$ cat src/rtl/sha3_rate_packer_if.sv
// Stream-side and block-side handshake bundle for the SHA3 rate packer.
// The packer takes the slave view; whatever feeds bytes and drains blocks takes the master view.
interface sha3_rate_packer_if #(
    parameter int HASH_BITS = 1088
);
    logic [7:0]           in_data;
    logic                 in_valid;
    logic                 in_last;
    logic                 in_ready;
    logic [HASH_BITS-1:0] blk;
    logic                 blk_valid;
    logic                 blk_last;
    logic                 blk_ready;
    logic                 busy;

    modport master (
        output in_data, in_valid, in_last, blk_ready,
        input  in_ready, blk, blk_valid, blk_last, busy
    );

    modport slave (
        input  in_data, in_valid, in_last, blk_ready,
        output in_ready, blk, blk_valid, blk_last, busy
    );
endinterface

$ cat src/rtl/sha3_rate_packer.sv
// Packs a byte stream into SHA3-256 rate blocks and applies the 0x06 ... 0x80
// pad to the final block; blocks are held registered until the hash core takes them.
module sha3_rate_packer #(
    parameter int         RATE_BYTES = 136,
    parameter int         HASH_BITS  = 1088,
    parameter logic [7:0] DSEP       = 8'h06,
    parameter logic [7:0] PAD_END    = 8'h80
) (
    input logic               clk,
    input logic               rst,
    sha3_rate_packer_if.slave bus
);
    localparam logic [7:0] LAST_IDX = 8'(RATE_BYTES - 1);

    typedef enum logic [1:0] {
        FILL = 2'd0,
        HOLD = 2'd1,
        PAD  = 2'd2
    } state_t;

    state_t               state_reg;
    logic [7:0]           idx_reg;
    logic                 in_ready_reg;
    logic                 blk_valid_reg;
    logic                 blk_last_reg;
    logic                 busy_reg;
    logic                 pend_pad_reg;
    logic [HASH_BITS-1:0] blk_reg;

    logic       accept;
    logic       xfer;
    logic       idx_full;
    logic       short_last;
    logic       pad_cycle;
    logic [7:0] idx_inc;

    // in_ready_reg is only ever set while in FILL, so it alone qualifies an accept.
    assign accept     = in_ready_reg & bus.in_valid;
    assign xfer       = blk_valid_reg & bus.blk_ready;
    assign idx_full   = (idx_reg == LAST_IDX);
    assign idx_inc    = idx_reg + 8'd1;
    assign short_last = accept & bus.in_last & ~idx_full;
    assign pad_cycle  = (state_reg == PAD);

    // One register lane per byte: each lane decodes its own write from idx and the FSM state.
    generate
        for (genvar gi = 0; gi < RATE_BYTES; gi++) begin : g_lane
            localparam logic [7:0] LANE       = 8'(gi);
            localparam bit         LANE_FIRST = (gi == 0);
            localparam bit         LANE_FINAL = (gi == RATE_BYTES - 1);

            logic [7:0] byte_reg;

            always_ff @(posedge clk or negedge rst) begin
                if (!rst) begin
                    byte_reg <= 8'h00;
                end else if (xfer) begin
                    byte_reg <= 8'h00;
                end else if (accept && (idx_reg == LANE)) begin
                    byte_reg <= bus.in_data;
                end else if (short_last && (idx_inc == LANE)) begin
                    byte_reg <= LANE_FINAL ? (DSEP | PAD_END) : DSEP;
                end else if (short_last && LANE_FINAL) begin
                    byte_reg <= byte_reg | PAD_END;
                end else if (pad_cycle && LANE_FIRST) begin
                    byte_reg <= DSEP;
                end else if (pad_cycle && LANE_FINAL) begin
                    byte_reg <= PAD_END;
                end
            end

            assign blk_reg[8*gi +: 8] = byte_reg;
        end
    endgenerate

    always_ff @(posedge clk or negedge rst) begin
        if (!rst) begin
            state_reg     <= FILL;
            idx_reg       <= 8'd0;
            in_ready_reg  <= 1'b0;
            blk_valid_reg <= 1'b0;
            blk_last_reg  <= 1'b0;
            busy_reg      <= 1'b0;
            pend_pad_reg  <= 1'b0;
        end else begin
            case (state_reg)
                FILL: begin
                    in_ready_reg <= 1'b1;
                    if (accept) begin
                        busy_reg <= 1'b1;
                        if (idx_full) begin
                            // Full block; a last byte here still owes a padding-only block.
                            state_reg     <= HOLD;
                            in_ready_reg  <= 1'b0;
                            blk_valid_reg <= 1'b1;
                            blk_last_reg  <= 1'b0;
                            pend_pad_reg  <= bus.in_last;
                        end else if (bus.in_last) begin
                            state_reg     <= HOLD;
                            in_ready_reg  <= 1'b0;
                            blk_valid_reg <= 1'b1;
                            blk_last_reg  <= 1'b1;
                        end else begin
                            idx_reg <= idx_inc;
                        end
                    end
                end

                HOLD: begin
                    if (bus.blk_ready) begin
                        blk_valid_reg <= 1'b0;
                        blk_last_reg  <= 1'b0;
                        idx_reg       <= 8'd0;
                        if (pend_pad_reg) begin
                            state_reg <= PAD;
                        end else begin
                            state_reg    <= FILL;
                            in_ready_reg <= 1'b1;
                            if (blk_last_reg) begin
                                busy_reg <= 1'b0;
                            end
                        end
                    end
                end

                PAD: begin
                    state_reg     <= HOLD;
                    blk_valid_reg <= 1'b1;
                    blk_last_reg  <= 1'b1;
                    pend_pad_reg  <= 1'b0;
                end

                default: begin
                    state_reg     <= FILL;
                    in_ready_reg  <= 1'b0;
                    blk_valid_reg <= 1'b0;
                    blk_last_reg  <= 1'b0;
                    pend_pad_reg  <= 1'b0;
                end
            endcase
        end
    end

    assign bus.in_ready  = in_ready_reg;
    assign bus.blk       = blk_reg;
    assign bus.blk_valid = blk_valid_reg;
    assign bus.blk_last  = blk_last_reg;
    assign bus.busy      = busy_reg;
endmodule

$ cat src/flat_wrapper.sv
// flat-port wrapper written by rule: the top's interface ports become plain ports
module sha3_rate_packer_flat 
#(
    parameter int         RATE_BYTES = 136,
    parameter int         HASH_BITS  = 1088,
    parameter logic [7:0] DSEP       = 8'h06,
    parameter logic [7:0] PAD_END    = 8'h80
)
  (clk, rst, bus_in_data, bus_in_valid, bus_in_last, bus_blk_ready, bus_in_ready, bus_blk, bus_blk_valid, bus_blk_last, bus_busy);
  sha3_rate_packer_if #(.HASH_BITS(HASH_BITS)) bus_i ();
  input logic clk;
  input logic rst;
  input wire logic [$bits(bus_i.in_data)-1:0] bus_in_data;
  input wire logic [$bits(bus_i.in_valid)-1:0] bus_in_valid;
  input wire logic [$bits(bus_i.in_last)-1:0] bus_in_last;
  input wire logic [$bits(bus_i.blk_ready)-1:0] bus_blk_ready;
  output wire logic [$bits(bus_i.in_ready)-1:0] bus_in_ready;
  output wire logic [$bits(bus_i.blk)-1:0] bus_blk;
  output wire logic [$bits(bus_i.blk_valid)-1:0] bus_blk_valid;
  output wire logic [$bits(bus_i.blk_last)-1:0] bus_blk_last;
  output wire logic [$bits(bus_i.busy)-1:0] bus_busy;
  assign bus_i.in_data = bus_in_data;
  assign bus_i.in_valid = bus_in_valid;
  assign bus_i.in_last = bus_in_last;
  assign bus_i.blk_ready = bus_blk_ready;
  assign bus_in_ready = bus_i.in_ready;
  assign bus_blk = bus_i.blk;
  assign bus_blk_valid = bus_i.blk_valid;
  assign bus_blk_last = bus_i.blk_last;
  assign bus_busy = bus_i.busy;
  sha3_rate_packer #(.RATE_BYTES(RATE_BYTES), .HASH_BITS(HASH_BITS), .DSEP(DSEP), .PAD_END(PAD_END)) u_core (.clk(clk), .rst(rst), .bus(bus_i));
endmodule
$ cat config.mk
export PLATFORM = sky130hd
export DESIGN_NAME = sha3_rate_packer_flat
export DESIGN_NICKNAME = d
export VERILOG_FILES = /design/src/rtl/sha3_rate_packer_if.sv /design/src/rtl/sha3_rate_packer.sv /design/src/flat_wrapper.sv
export SDC_FILE = /design/constraint.sdc
export NUM_CORES = 2
export LEC_CHECK = 0
export CAP_MARGIN = 20
export CORE_AREA = 2 2 435 437
export DETAILED_ROUTE_END_ITERATION = 12
export DIE_AREA = 0 0 437 439
export GPL_TIMING_DRIVEN = 0
export PLACE_DENSITY = 0.56
export RECOVER_POWER = 50
export SYNTH_ARGS = -nofsm -noshare
export SYNTH_HDL_FRONTEND = slang
export SYNTH_SLANG_ARGS = --single-unit
$ cat constraint.sdc
create_clock -name clk -period 2.9 [get_ports clk]
set_clock_uncertainty 0.1 [all_clocks]
set_input_delay 0.87 -clock clk [delete_from_list [all_inputs] [get_ports clk]]
set_output_delay 0.87 -clock clk [all_outputs]
set_load 0.05 [all_outputs]
## Yosys cells after proc, flatten, opt, wreduce, memory -nomap -nowiden

Index checks and enable logic that the tools add are counted.

- Register bits after elaboration: 1103
- Output and inout port bits: 1092
- Logic and storage cells: 1296

- Add/subtract/negate cells: 1
- Equal/unequal tests: 281
- Mux-type cells: 444
- Bitwise operators: 7
- Reductions and logical operators: 419

Operators with widths:

| kind | count |
|---|---|
| $mux 8 | 415 |
| $eq 8x7->1 const B | 128 |
| $eq 8x6->1 const B | 64 |
| $reduce_bool 3->1 | 134 |
| $logic_and 1x1->1 | 272 |
| $eq 8x5->1 const B | 32 |
| $eq 8x4->1 const B | 16 |
| $eq 8x8->1 const B | 16 |
| $eq 8x3->1 const B | 8 |
| $eq 8x2->1 const B | 4 |
| $mux 1 | 17 |
| $eq 8x1->1 const B | 2 |
| $logic_not 8->1 | 2 |
| $pmux 8 s2 | 1 |
| $mux 2 | 5 |
| $reduce_and 5->1 | 2 |
| $pmux 1 s3 | 3 |
| $reduce_and 3->1 | 3 |
| $add 8x1->8 const B | 1 |
| $ne 2x2->1 const B | 4 |
| $reduce_bool 4->1 | 2 |
| $ne 2x1->1 const B | 3 |
| $pmux 2 s3 | 1 |
| $reduce_bool 5->1 | 1 |
| other kinds (10) | 16 |

## Longest topological paths before layout

- Word-level depth: 7
- Mapped depth: 11
- Gate-level depth less buffers: 7

## Worst setup path after synthesis

No wires, ideal clock.

- Path kind: register to register
- Start: register u_core.in_ready_reg (netlist: u_core.bus.in_ready)
- End: register u_core.g_lane[49].byte_reg[0]
- Arrival: 2.567 ns
- Data required time: 2.678 ns
- Setup slack: 0.112 ns
- Stages on the path, launching flop included: 10
- Path buffers: 4
- Period minus slack after synthesis: 2.788 ns
- Cells stage by stage: dfrtp_1 > clkbuf_1 > nand2_1 > a311oi_2 > buf_2 > and3_1 > buf_2 > buf_4 > nand3_1 > a32o_1

- Cells in the longest elaborated chain, start to end: 5
- Elaborated cells on any way between the ends: 8
- Classes of those cells: mux: 2; bitwise: 3; reduce/logical: 3

Ends and longest elaborated chain:

| item | RTL line | source |
|---|---|---|
| start: declaration | sha3_rate_packer.sv:23 | `logic in_ready_reg;` |
| start signal: assignment | sha3_rate_packer.sv:80 | `in_ready_reg <= 1'b0;` |
| start signal: assignment | sha3_rate_packer.sv:88 | `in_ready_reg <= 1'b1;` |
| start signal: assignment | sha3_rate_packer.sv:94 | `in_ready_reg <= 1'b0;` |
| $and 1x1->1 (*) | sha3_rate_packer.sv:38 | `assign accept = in_ready_reg & bus.in_valid;` |
| $and 1x1->1 (2 in series) | sha3_rate_packer.sv:42 | `assign short_last = accept & bus.in_last & ~idx_full;` |
| $logic_and 1x1->1 | sha3_rate_packer.sv:61 | `end else if (short_last && (idx_inc == LANE)) begin` |
| $reduce_bool 3->1 (no source line) | n/a |  |
| end signal: assignment | sha3_rate_packer.sv:60 | `byte_reg <= bus.in_data;` |
| end signal: assignment | sha3_rate_packer.sv:62 | `byte_reg <= LANE_FINAL ? (DSEP \| PAD_END) : DSEP;` |
| end signal: assignment | sha3_rate_packer.sv:64 | `byte_reg <= byte_reg \| PAD_END;` |
| end: declaration | sha3_rate_packer.sv:52 | `logic [7:0] byte_reg;` |

Mark *: on every way between the ends. The rest lies on a longest branch, timed or not.
A chain may end at the register's enable or synchronous reset.

## Final worst setup path

- Start: input bus_blk_ready
- End: register u_core.g_lane[5].byte_reg[5]

- Cells in the longest elaborated chain, start to end: 2
- Elaborated cells on any way between the ends: 3
- Classes of those cells: mux: 1; bitwise: 1; reduce/logical: 1

Ends and longest elaborated chain:

| item | RTL line | source |
|---|---|---|
| start: declaration | flat_wrapper.sv:16 | `input wire logic [$bits(bus_i.blk_ready)-1:0] bus_blk_ready;` |
| $and 1x1->1 (*) | sha3_rate_packer.sv:39 | `assign xfer = blk_valid_reg & bus.blk_ready;` |
| $reduce_bool 3->1 (no source line) or $mux 8 (tied branches) | n/a |  |
| end signal: assignment | sha3_rate_packer.sv:60 |  |
| end signal: assignment | sha3_rate_packer.sv:62 |  |
| end signal: assignment | sha3_rate_packer.sv:64 |  |
| end: declaration | sha3_rate_packer.sv:52 |  |

Marks and branches as above.

==> flow_summary.json <==
{
  "avgSynthCellArea_sq_um": 11.0,
  "worstPathArrival_ns": 3.65,
  "path_clk_slew_ns": 0.06,
  "place.port_buffers": 1096,
  "grt_pass1_vias": 44919,
  "crit_path_top_delay_cell": "clkbuf_1",
  "grt_usage": 0.316,
  "core_area_sq_um": 187000,
  "async_reset_ff_frac": 1.00,
  "syn_area_sq_um": 46300,
  "numCtsBuffers": 134,
  "critPathBufInv": 3,
  "placed_cell_area_sq_um": 61600,
  "cts_buffer_depth": 3,
  "power_density_nw_per_um2": 637,
  "routed-wl-met2_mm": 138,
  "synthToLayoutAreaGrowth_pct": 49.2,
  "clk_latency_ns": 0.83,
  "synth_edf_count": 0,
  "cts_tree": "done",
  "layout.nets": 5620,
  "drt_wl_total_mm": 313,
  "drt-wirelength-per-cell_um": 38.2,
  "cell_internal_pwr_mw": 28.7,
  "syn_inst": 4217,
  "synth_ff_type": "dfrtp_1",
  "slew_viol_final": 0,
  "chipHeight_um": 439,
  "start_util": 0.248,
  "dieArea_sq_um": 192000,
  "drt_iter0_markers": 6411,
  "ios": 1105,
  "gr-total-overflow": 0,
  "grt_pass1_wl_mm": 414,
  "seq_power_share": 0.363,
  "wl_met3_mm": 30.0,
  "hpwlAfterDp_mm": 242,
  "drive_above_1_share": 0.184,
  "crit_type": "input port to flop",
  "gp_congestion": 0.985,
  "antenna_found_initial": 28,
  "critPathTopFamily": "buffers and inverters",
  "cts_root_buffer": "clkbuf_16",
  "synth_seq_cells": 1103,
  "failed_checks": "negative setup slack",
  "cp-end-kind": "flop",
  "finalPower_mw": 44.0,
  "crit_path_frequent_cell": "nand2_1",
  "comb_power_share": 0.225,
  "r2r_end": "u_core.g_lane[122].byte_reg[5]",
  "postLayoutSetupSlackWorst_ns": -0.120,
  "timing.final.crit_share": 1.04,
  "h-tree-depth": 4,
  "num_rows": 159,
  "worst_pin_slew_ns": 1.22,
  "first_pass_iters": 6,
  "start_kind": "input port",
  "rr_worst_depth": 6,
  "rrSetupSlack_ns": -0.02,
  "cp.required_ns": 3.53,
  "route.detailed.drc": 0,
  "max_stage_delay_ns": 0.74,
  "wl_met1_mm": 119,
  "filler_cell_count": 18735,
  "leakagePower_nw": 33.9,
  "yosysWarnings": 0,
  "rsz0062_at_grt": "true",
  "largest_reg_flops": 1088,
  "synth_cell_types": 68,
  "min_period_ns": 3.02,
  "vdd_drop_max_v": 0.000390,
  "switching_power_mw": 15.2,
  "yosysSeqAreaShare": 0.596,
  "top_layer_used": "met5",
  "clock.fmax_mhz": 331,
  "critPathMaxFanout": 10,
  "grt_max_degree": 171,
  "ant_nets": 0,
  "swShare": 0.347,
  "design_area_sq_um": 69100,
  "routed_via_density": 5.71,
  "rr_startpoint": "u_core.idx_reg[3]",
  "hold_class": "input port to asynchronous set/reset pin",
  "cts.sinks": 1103,
  "cap_violations": 0,
  "vias": 46866,
  "die_w_um": 437,
  "status": "finished, violations left",
  "slew_headroom": 0.188,
  "setup_viol": 56,
  "synthesis.nets": 4235,
  "crit_chain": "clkdlybuf4s50_1 > nand2_1 > nand2_1 > clkbuf_1 > nor2_2 > clkbuf_2 > a22o_1",
  "pwr-share-clk": 0.412,
  "hold_violations": 0
}
-- area by class of cell --
cell class                 count  area (sq um)  area share
sequential                  1103         27600       0.400
multi-input combinational   2628         18900       0.273
timing repair buffer        1272         12100       0.175
clock buffer                 184          3810      0.0552
tap                         2495          3120      0.0452
buffer                       405          2510      0.0364
clock inverter                52           855      0.0124
inverter                      58           221     0.00321
antenna                        9          22.5    0.000326
-- how the worst max path moves through the flow --
stage | end | cells after the start | start
finish | u_core.g_lane[5].byte_reg[5] | 7 | bus_blk_ready
global route | u_core.g_lane[87].byte_reg[2] | 9 | u_core.idx_reg[1]
CTS | u_core.g_lane[91].byte_reg[7] | 9 | u_core.idx_reg[1]
detailed placement | u_core.g_lane[121].byte_reg[2] | 8 | bus_blk_ready
global placement | u_core.g_lane[32].byte_reg[0] | 1 | rst
floorplan | u_core.g_lane[49].byte_reg[0] | 9 | u_core.bus.in_ready
-- logic make-up after synthesis --
logic type	synth area share
AOI/OAI and AO/OA	0.272
DFF	0.596
and+or+nand+nor	0.0868
buffers and inverters	0.0423
muxes	0.00111
adders and majority gates	0.00135
xor gates and xnor gates	0.000378
-- routing by layer --
| metal | GRT usage | vias up |
|---|---|---|
| li1 | - | 18714 |
| met1 | 0.384 | 24100 |
| met2 | 0.479 | 3203 |
| met3 | 0.0944 | 839 |
| met4 | 0.226 | 10 |
| met5 | 0 | - |
-- cells in the mapped netlist, drive strengths merged (69+ instances only) --
master,n,share of area
dfrtp,1103,0.60
a22o,558,0.11
nor2,409,0.033
a21oi,394,0.043
clkbuf,342,0.028
nand2,319,0.026
o311ai,198,0.038
o21ai,185,0.020
nand3,151,0.016
a221oi,110,0.021
buf,86,0.0099
a311oi,69,0.020
-- layout by cell type (no fill, tap or decap), types with 70 or more instances in the layout --
cell type / count
nand2_1: 289
clkbuf_16: 135
buf_4: 85
nand3_1: 137
o311ai_0: 134
a221oi_1: 103
dlygate4sd2_1: 984
a22o_1: 557
nor2_1: 309
o21ai_0: 182
dfrtp_1: 1099
clkbuf_2: 140
clkbuf_1: 155
a21oi_1: 391
clkdlybuf4s15_2: 70
-- per-stage QoR --
| stage | instances | util | hold slack, ns | worst slack, ns | TNS (ns) |
|---|---|---|---|---|---|
| global route | 8199 | 0.369 | 0.0794 | -0.0189 | -0.223 |
| floorplan | 4217 | - | 0.402 | 0.112 | 0 |
| detailed placement | 7886 | 0.330 | 0.380 | -2.62 | -1896.77 |
| finish | 8206 | 0.369 | 0.0227 | -0.120 | -1.69 |
| CTS | 8165 | 0.365 | 0.0783 | -0.0182 | -0.0589 |
| global placement | 7808 | 0.323 | 0.383 | -50.59 | - |
-- power by group through the flow --
stage / Sequential [mW] / Combinational [mW] / Clock (mW)
2_1_floorplan: 17.3 / 2.78 / 0
3_3_place_gp: 16.3 / 7.99 / 0
3_5_place_dp: 16.2 / 8.52 / 0
4_1_cts: 15.9 / 9.37 / 18.3
5_1_grt: 16.0 / 10.1 / 18.9
6_report: 15.9 / 9.91 / 18.1
-- worst register-to-register path, delay by kind of cell (launching register included) --
kind / cells / cell delay, ns
compound gates: 1 / 0.29
simple gates: 2 / 0.75
flops: 1 / 0.43
buf+inv: 3 / 1.29
-- repair_timing --
item	in CTS	in global routing
hold buffers	1	0
gates resized for setup	1938	254
endpoints found under the hold margin	3	0
setup buffers	62	33
pin swaps	47	18
setup endpoints to repair	2180	829
No activity file was read; power rests on OpenSTA's default activity.
